==> config.mk <==
export PLATFORM = sky130hd
export DESIGN_NAME = mema_loader_flat
export DESIGN_NICKNAME = d
export VERILOG_FILES = /design/src/rtl/mema_loader_pkg.sv /design/src/rtl/mema_loader_if.sv /design/src/rtl/mema_row_assembler.sv /design/src/rtl/mema_loader.sv /design/src/flat_wrapper.sv
export SDC_FILE = /design/constraint.sdc
export NUM_CORES = 1
export LEC_CHECK = 0
export CORE_ASPECT_RATIO = 2
export CORE_MARGIN = 1
export CORE_UTILIZATION = 48
export DETAILED_ROUTE_END_ITERATION = 8
export PLACE_DENSITY = 0.78
export SYNTH_ARGS = -nofsm -noshare
export SYNTH_HDL_FRONTEND = slang
export SYNTH_SLANG_ARGS = --single-unit
==> constraint.sdc <==
create_clock -name clk -period 4.6 [get_ports clk]
set_input_delay 1.38 -clock clk [delete_from_list [all_inputs] [get_ports clk]]
set_output_delay 1.38 -clock clk [all_outputs]
set_load 0.02 [all_outputs]
==> src/rtl/mema_loader_pkg.sv <==
// Shared types and derived sizes for the A-operand loader feeding the skew buffer.
package tpu_pkg;
    localparam int BITS_AB  = 8;
    localparam int DIM      = 8;
    localparam int BUS_BITS = 32;

    localparam int EPB   = BUS_BITS / BITS_AB;
    localparam int BEATS = DIM / EPB;
    localparam int DRAIN = 2 * DIM - 1;

    localparam int AW = $clog2(DIM);
    localparam int RW = $clog2(DIM + 1);
    localparam int BW = (BEATS > 1) ? $clog2(BEATS) : 1;
    localparam int DW = $clog2(DRAIN);

    typedef enum logic [1:0] {S_IDLE, S_LOAD, S_DRAIN, S_DONE} state_e;
    typedef logic [DIM-1:0][BITS_AB-1:0] row_t;
endpackage

==> src/rtl/mema_loader_if.sv <==
// Beat stream in, skew-buffer write/shift port and tile status out.
interface mema_loader_if;
    import tpu_pkg::*;

    logic                start;
    logic                in_valid;
    logic [BUS_BITS-1:0] in_data;
    logic                in_ready;
    row_t                Ain;
    logic [AW-1:0]       Arow;
    logic                WrEn;
    logic                en;
    logic                busy;
    logic                done;

    modport master (output start, in_valid, in_data,
                    input  in_ready, Ain, Arow, WrEn, en, busy, done);
    modport slave  (input  start, in_valid, in_data,
                    output in_ready, Ain, Arow, WrEn, en, busy, done);
endinterface

==> src/rtl/mema_row_assembler.sv <==
// Packs accepted beats into a row buffer and presents each finished row with a write strobe.
module mema_row_assembler
    import tpu_pkg::*;
(
    input  logic                clk,
    input  logic                rst,
    input  logic                clr_i,
    input  logic                beat_i,
    input  logic [BUS_BITS-1:0] data_i,
    output row_t                ain_o,
    output logic [AW-1:0]       arow_o,
    output logic                wren_o,
    output logic [RW-1:0]       rows_o
);
    logic [BW-1:0] beat_q, beat_d;
    logic [RW-1:0] row_q, row_d;
    row_t          asm_q, asm_d, ain_q, ain_d;
    logic [AW-1:0] arow_q, arow_d;
    logic          wren_q, wren_d;
    logic          last_beat;

    assign last_beat = beat_i && (beat_q == BW'(BEATS - 1));

    always_comb begin
        beat_d = beat_q;
        row_d  = row_q;
        asm_d  = asm_q;
        ain_d  = ain_q;
        arow_d = arow_q;
        wren_d = 1'b0;
        for (int k = 0; k < DIM; k++) begin
            if (beat_i && (beat_q == BW'(k / EPB)))
                asm_d[k] = data_i[(k % EPB)*BITS_AB +: BITS_AB];
        end
        if (clr_i) begin
            beat_d = '0;
            row_d  = '0;
        end else if (last_beat) begin
            // Row leaves through its own register so the next row can start assembling now.
            beat_d = '0;
            row_d  = row_q + 1'b1;
            ain_d  = asm_d;
            arow_d = row_q[AW-1:0];
            wren_d = 1'b1;
        end else if (beat_i) begin
            beat_d = beat_q + 1'b1;
        end
    end

    always_ff @(posedge clk or posedge rst) begin
        if (rst) begin
            beat_q <= '0;
            row_q  <= '0;
            asm_q  <= '0;
            ain_q  <= '0;
            arow_q <= '0;
            wren_q <= 1'b0;
        end else begin
            beat_q <= beat_d;
            row_q  <= row_d;
            asm_q  <= asm_d;
            ain_q  <= ain_d;
            arow_q <= arow_d;
            wren_q <= wren_d;
        end
    end

    assign ain_o  = ain_q;
    assign arow_o = arow_q;
    assign wren_o = wren_q;
    assign rows_o = row_q;
endmodule

==> src/rtl/mema_loader.sv <==
// Tile sequencer: load DIM rows into the skew buffer, drain it, then report done.
module mema_loader
    import tpu_pkg::*;
(
    input  logic         clk,
    input  logic         rst,
    mema_loader_if.slave bus
);
    if ((BUS_BITS % BITS_AB) != 0 || ((DIM * BITS_AB) % BUS_BITS) != 0 || DIM < 2) begin : g_bad_cfg
        $error("mema_loader: DIM*BITS_AB must be a multiple of BUS_BITS");
    end

    state_e        state_q, state_d;
    logic [DW-1:0] drain_q, drain_d;
    logic          clr, xfer, wren;
    logic [AW-1:0] arow;
    logic [RW-1:0] rows;

    assign bus.in_ready = (state_q == S_LOAD) && (rows < RW'(DIM));
    assign xfer         = bus.in_valid && bus.in_ready;

    mema_row_assembler u_asm (
        .clk    (clk),
        .rst    (rst),
        .clr_i  (clr),
        .beat_i (xfer),
        .data_i (bus.in_data),
        .ain_o  (bus.Ain),
        .arow_o (arow),
        .wren_o (wren),
        .rows_o (rows)
    );

    always_comb begin
        state_d = state_q;
        drain_d = drain_q;
        clr     = 1'b0;
        unique case (state_q)
            S_IDLE: if (bus.start) begin
                state_d = S_LOAD;
                clr     = 1'b1;
            end
            // Leave on the strobe of the last row so en starts right after it.
            S_LOAD: if (wren && (arow == AW'(DIM - 1))) begin
                state_d = S_DRAIN;
                drain_d = '0;
            end
            S_DRAIN: if (drain_q == DW'(DRAIN - 1)) state_d = S_DONE;
                     else drain_d = drain_q + 1'b1;
            S_DONE:  state_d = S_IDLE;
            default: state_d = S_IDLE;
        endcase
    end

    always_ff @(posedge clk or posedge rst) begin
        if (rst) begin
            state_q <= S_IDLE;
            drain_q <= '0;
        end else begin
            state_q <= state_d;
            drain_q <= drain_d;
        end
    end

    assign bus.Arow = arow;
    assign bus.WrEn = wren;
    assign bus.en   = (state_q == S_DRAIN);
    assign bus.busy = (state_q != S_IDLE);
    assign bus.done = (state_q == S_DONE);
endmodule

==> src/flat_wrapper.sv <==
// flat-port wrapper written by rule: the top's interface ports become plain ports
module mema_loader_flat import tpu_pkg::*;
  (clk, rst, bus_start, bus_in_valid, bus_in_data, bus_in_ready, bus_Ain, bus_Arow, bus_WrEn, bus_en, bus_busy, bus_done);
  mema_loader_if bus_i ();
  input  logic clk;
  input  logic rst;
  input wire logic [$bits(bus_i.start)-1:0] bus_start;
  input wire logic [$bits(bus_i.in_valid)-1:0] bus_in_valid;
  input wire logic [$bits(bus_i.in_data)-1:0] bus_in_data;
  output wire logic [$bits(bus_i.in_ready)-1:0] bus_in_ready;
  output wire logic [$bits(bus_i.Ain)-1:0] bus_Ain;
  output wire logic [$bits(bus_i.Arow)-1:0] bus_Arow;
  output wire logic [$bits(bus_i.WrEn)-1:0] bus_WrEn;
  output wire logic [$bits(bus_i.en)-1:0] bus_en;
  output wire logic [$bits(bus_i.busy)-1:0] bus_busy;
  output wire logic [$bits(bus_i.done)-1:0] bus_done;
  assign bus_i.start = bus_start;
  assign bus_i.in_valid = bus_in_valid;
  assign bus_i.in_data = bus_in_data;
  assign bus_in_ready = bus_i.in_ready;
  assign bus_Ain = bus_i.Ain;
  assign bus_Arow = bus_i.Arow;
  assign bus_WrEn = bus_i.WrEn;
  assign bus_en = bus_i.en;
  assign bus_busy = bus_i.busy;
  assign bus_done = bus_i.done;
  mema_loader u_core (.clk(clk), .rst(rst), .bus(bus_i));
endmodule
# --- Word-level counts from Yosys, hierarchy flattened ---
# Index checks and enable logic that the tools add are counted.
totals:
  elab_cells: 74
  register_bits: 143
  memories: 0
  output_inout_bits: 72
  inputBits: 36
  latchBits: 0
  rom_bits: 0
  mem_bits_rw: 0
op_classes:
  muxes: 24
  div: 0
  multipliers: 0
  bitwise_logic: 2
  shift: 0
  order_cmp: 1
  n_reduce_logical: 13
  add_sub_neg: 3
  n_eq_ne: 9
op_table:
  columns: ["operator", "count"]
  rows:
  - ["8-bit two-way mux", 8]
  - ["4-bit two-way mux", 4]
  - ["4-bit by 1-bit adder with 4-bit output, second input constant", 2]
  - ["2-bit case mux with 4 select lines", 1]
  - ["4-bit case mux with 2 select lines", 1]
  - ["1-bit two-way mux", 7]
  - ["2-bit two-way mux", 3]
  - ["2-bit != test, second input constant", 3]
  - ["3-bit AND reduction", 2]
  - ["2-bit nonzero test", 3]
  - ["1-bit logical AND", 5]
  - ["2-bit equality test, second input constant", 2]
  - ["4-bit equality test, second input constant", 1]
  - ["4-bit less-than comparator, second input constant", 1]
  - ["3-bit equality test, second input constant", 1]
  - ["3-bit nonzero test", 1]
  - ["2-bit by 1-bit equality test with 1-bit output, second input constant", 1]
  - ["2-bit logical NOT", 1]
  - ["2-bit by 1-bit != test with 1-bit output, second input constant", 1]
  - ["1-bit inverter", 2]
  - ["2-bit AND reduction", 1]
  - ["1-bit adder, second input constant", 1]

# --- Depth between registers and ports, before layout ---
depth:
  word_depth: 6
  mapped_depth: 9
  depth_no_buf: 6

# --- Cells and area by module ---
# Synthesis repeated with hierarchy kept, for this count alone.
unflattened:
  hier_cells: 287
  hier_area_um2: 4578.1
modules_own_cells:
  columns: ["mod", "cells_per_inst", "area_each_um2", "instances", "seq_area_each_um2"]
  rows:
  - ["mema_row_assembler", 236, 4111.4, 1, 2627.5]
  - ["mema_loader", 51, 466.7, 1, 150.1]

# --- Worst setup path after synthesis ---
# Ideal clock, no wire load.
synth_timing:
  path_kind: "in2reg"
  from: "in bus_in_valid"
  to: "reg u_core.u_asm.ain_q (netlist bit u_core.u_asm.ain_o[18])"
  t_required_ns: 4.475
  path_buffers: 1
  slack_ns: 1.989
  stages: 5
  t_arrival_ns: 2.486
  setup_time_ns: 0.125
  path_cell_list: "nand3b_1 nor2_2 buf_2 mux2_2 mux2_2"
synth_lines:
  columns: ["element", "line_no", "source"]
  rows:
  - ["start, declared", "flat_wrapper.sv:8", "input wire logic [$bits(bus_i.in_valid)-1:0] bus_in_valid;"]
  - ["end signal, assigned", "mema_row_assembler.sv:62", "ain_q <= ain_d;"]
  - ["end, declared", "mema_row_assembler.sv:17", "row_t asm_q, asm_d, ain_q, ain_d;"]

# --- Worst setup path in the final report ---
layout_timing:
  from: "reg u_core.state_q[1]"
  to: "out bus_in_ready"
layout_between:
  elab_chain_cells: 2
layout_lines:
  columns: ["element", "line_no", "source"]
  rows:
  - ["start, declared", "mema_loader.sv:13", "state_e state_q, state_d;"]
  - ["start signal, assigned", "mema_loader.sv:60", "state_q <= state_d;"]
  - ["2-bit by 1-bit equality test with 1-bit output", "mema_loader.sv:19", "assign bus.in_ready = (state_q == S_LOAD) && (rows < RW'(DIM));"]
  - ["1-bit logical AND", "mema_loader.sv:19", null]
  - ["end, declared", "flat_wrapper.sv:10", "output wire logic [$bits(bus_i.in_ready)-1:0] bus_in_ready;"]
# Every way passes these cells.

==> impl_metrics.json <==
{
  "status": "completed",
  "htree_levels": 3,
  "fp.coreArea_sq_um": 8951,
  "crit_path_end_kind": "output port",
  "netlist_area_sq_um": 4379,
  "drt_wl_total_mm": 8.823,
  "syn_nets": 327,
  "insertion_delay_ps": 340,
  "cp_slowest_stage_delay_ps": 600,
  "grt_pass1_vias": 2823,
  "finalPower_mw": 4.403,
  "cts_hold_buf": 0,
  "num_io_pins": 108,
  "power_density_nw_per_um2": 756.1,
  "fin_hold_ws_ps": 479.7,
  "clock-sinks": 111,
  "max_slew_margin": 0.5872,
  "antenna_cells": 0,
  "avgViaCountPerCell": 5.321,
  "min_path_type": "flop to flop",
  "min_period_ps": 3368,
  "io_buffer_count": 107,
  "dpl_cell_area_sq_um": 5537,
  "worstPathRequired_ps": 3220,
  "nets": 435,
  "path_buf_inv": 2,
  "cts_tree": "yes",
  "postCtsSetupRepairBufs": 0,
  "path_cells": "inv_1 -> ha_1 -> nor2b_1 -> clkdlybuf4s50_1",
  "dp_cells": 482,
  "core.rowCount": 49,
  "clockRootBuffer": "clkbuf_16",
  "setup_viol": 0,
  "layout.cells.non_filler": 496,
  "cts_made_buffers": 9,
  "synth_area_leader_cell": "dfrtp_1",
  "yosysUniqueCellTypes": 30,
  "antenna_left": 0,
  "synthTopCellsByArea": "dfrtp_1, mux2_2, ha_1",
  "dieWidth_um": 69.54,
  "fin_skew_ps": 6.527,
  "yosysSeqAreaShare": 0.6343,
  "ctsLongestPathBuffers": 2,
  "dieArea_sq_um": 9533,
  "fmax_mhz": 296.9,
  "tightest_slew_ps": 619.3,
  "grt_pass1_wl_mm": 14.15,
  "start_util": 0.4892,
  "dp_slack_ps": 1208,
  "synth_common_cells": "dfrtp_1, mux2_2, nor2_1, buf_2, ha_1",
  "yosys.cell_count.top_type": "dfrtp_1",
  "ys.flop_type": "dfrtp_1",
  "path_clk_slew_ps": 60,
  "drt_iter0_markers": 115,
  "maxCapViolCount": 0,
  "finalInstanceArea_sq_um": 5823,
  "async_flop_share": 1.000,
  "setup_ws_ps": 1232,
  "areaGrowthSynthToFinish_pct": 32.97,
  "rsz0062_at_grt": "no",
  "yosysWarnings": 0,
  "gp_congestion": 0.7611,
  "gr-usage-all-layers": 0.1948,
  "cts_resized": 0,
  "path_max_fanout": 8,
  "die_h_um": 137.1,
  "drive_gt1_frac": 0.2970,
  "synth_top_area_frac": 0.6343,
  "crit_slowest_cell": "clkdlybuf4s50_1",
  "fin_util": 0.6505,
  "p_leak_nw": 2.463,
  "grt_max_degree": 62,
  "antenna_found_initial": 0,
  "synth_enable_flop_cells": 0,
  "finalCritPeriodShare": 0.7322,
  "overflow": 0,
  "hpwl_mm": 6.251,
  "firstDrtPassIters": 4,
  "worstPathArrival_ps": 1990,
  "wl_per_cell_um": 17.79,
  "path_delay_family": "buffers and inverters",
  "avgSynthCellArea_sq_um": 15.47,
  "synthCells": 283,
  "num_vias": 2639,
  "vdd_drop_max_uv": 425.3,
  "ys_ff_latch": 111,
  "worstSetupPathType": "flop to output port",
  "critPathLaunchType": "flop",
  "drc": 0,
  "setup_tns_ps": 0,
  "drv_slew": 0,
  "hold_viol_final": 0
}
[area by class of cell]
type                    count  area (sq um)
clock buffers              10         239.0
clock inverters             4         47.55
fillers                   689          3128
inverters                   7         28.78
multi-input cells         151          1489
flip-flops and latches    111          2778
well taps                 102         127.6
repair buffers            111          1114
[routing by layer]
layer  part of all wire  global-route usage  vias to the layer above
met5                  0                   0                        -
met4              0.041              0.1168                        0
met3              0.034             0.03387                       21
met2               0.57              0.3614                       69
met1               0.35              0.2015                     1351
li1                   -                   -                     1198
[cell usage in the layout, fill, tap and decap left out, drive strengths merged, types with 4 or more instances in the layout]
cell type,n
dfrtp,111
clkdlybuf4s50,107
mux2,100
nor2,12
clkbuf,10
ha,8
inv,7
nand2,6
nand3,5
o21ai,4
buf,4
[path summary, 6_finish.rpt]
path	start	to	slack, ps	depth (start not counted)
max in group asynchronous	rst	u_core.u_asm.ain_o[41]	2380	3
worst max register to register	u_core.state_q[1]	u_core.u_asm.ain_o[17]	2130	7
worst max-delay path	u_core.state_q[1]	bus_in_ready	1230	4
worst min register to register	u_core.u_asm.asm_q[16]	u_core.u_asm.asm_q[16]	480	1
worst min-delay path	u_core.u_asm.asm_q[16]	u_core.u_asm.asm_q[16]	480	1
min in group asynchronous	rst	u_core.u_asm.ain_o[42]	1480	2
[power by group]
group          switching [mW]  leakage, nW  internal, mW  total, mW
Combinational           0.918        0.995          1.04       1.96
Clock                   0.327        0.140         0.429      0.756
Sequential              0.235         1.33          1.45       1.69
[state kept, by name (all words and copies together) (netlist names)]
| register | cells |
|---|---|
| u_core.drain_q | 4 |
| u_core.state_q | 2 |
| u_core.u_asm.ain_o | 64 |
| u_core.u_asm.arow_o | 3 |
| u_core.u_asm.asm_q | 32 |
| u_core.u_asm.beat_q | 1 |
| u_core.u_asm.rows_o | 4 |
| u_core.u_asm.wren_o | 1 |
[kinds of logic after synthesis]
family                     after synthesis  share of synthesized area
buffers and inverters                   21                    0.02686
muxes                                  101                     0.2594
DFF                                    111                     0.6343
adders and majority gates                8                    0.02286
AOI/OAI and AO/OA                        9                    0.01457
and+or+nand+nor                         30                    0.03600
xor gates and xnor gates                 3                   0.006001
(Power assumes the default switching activity.)
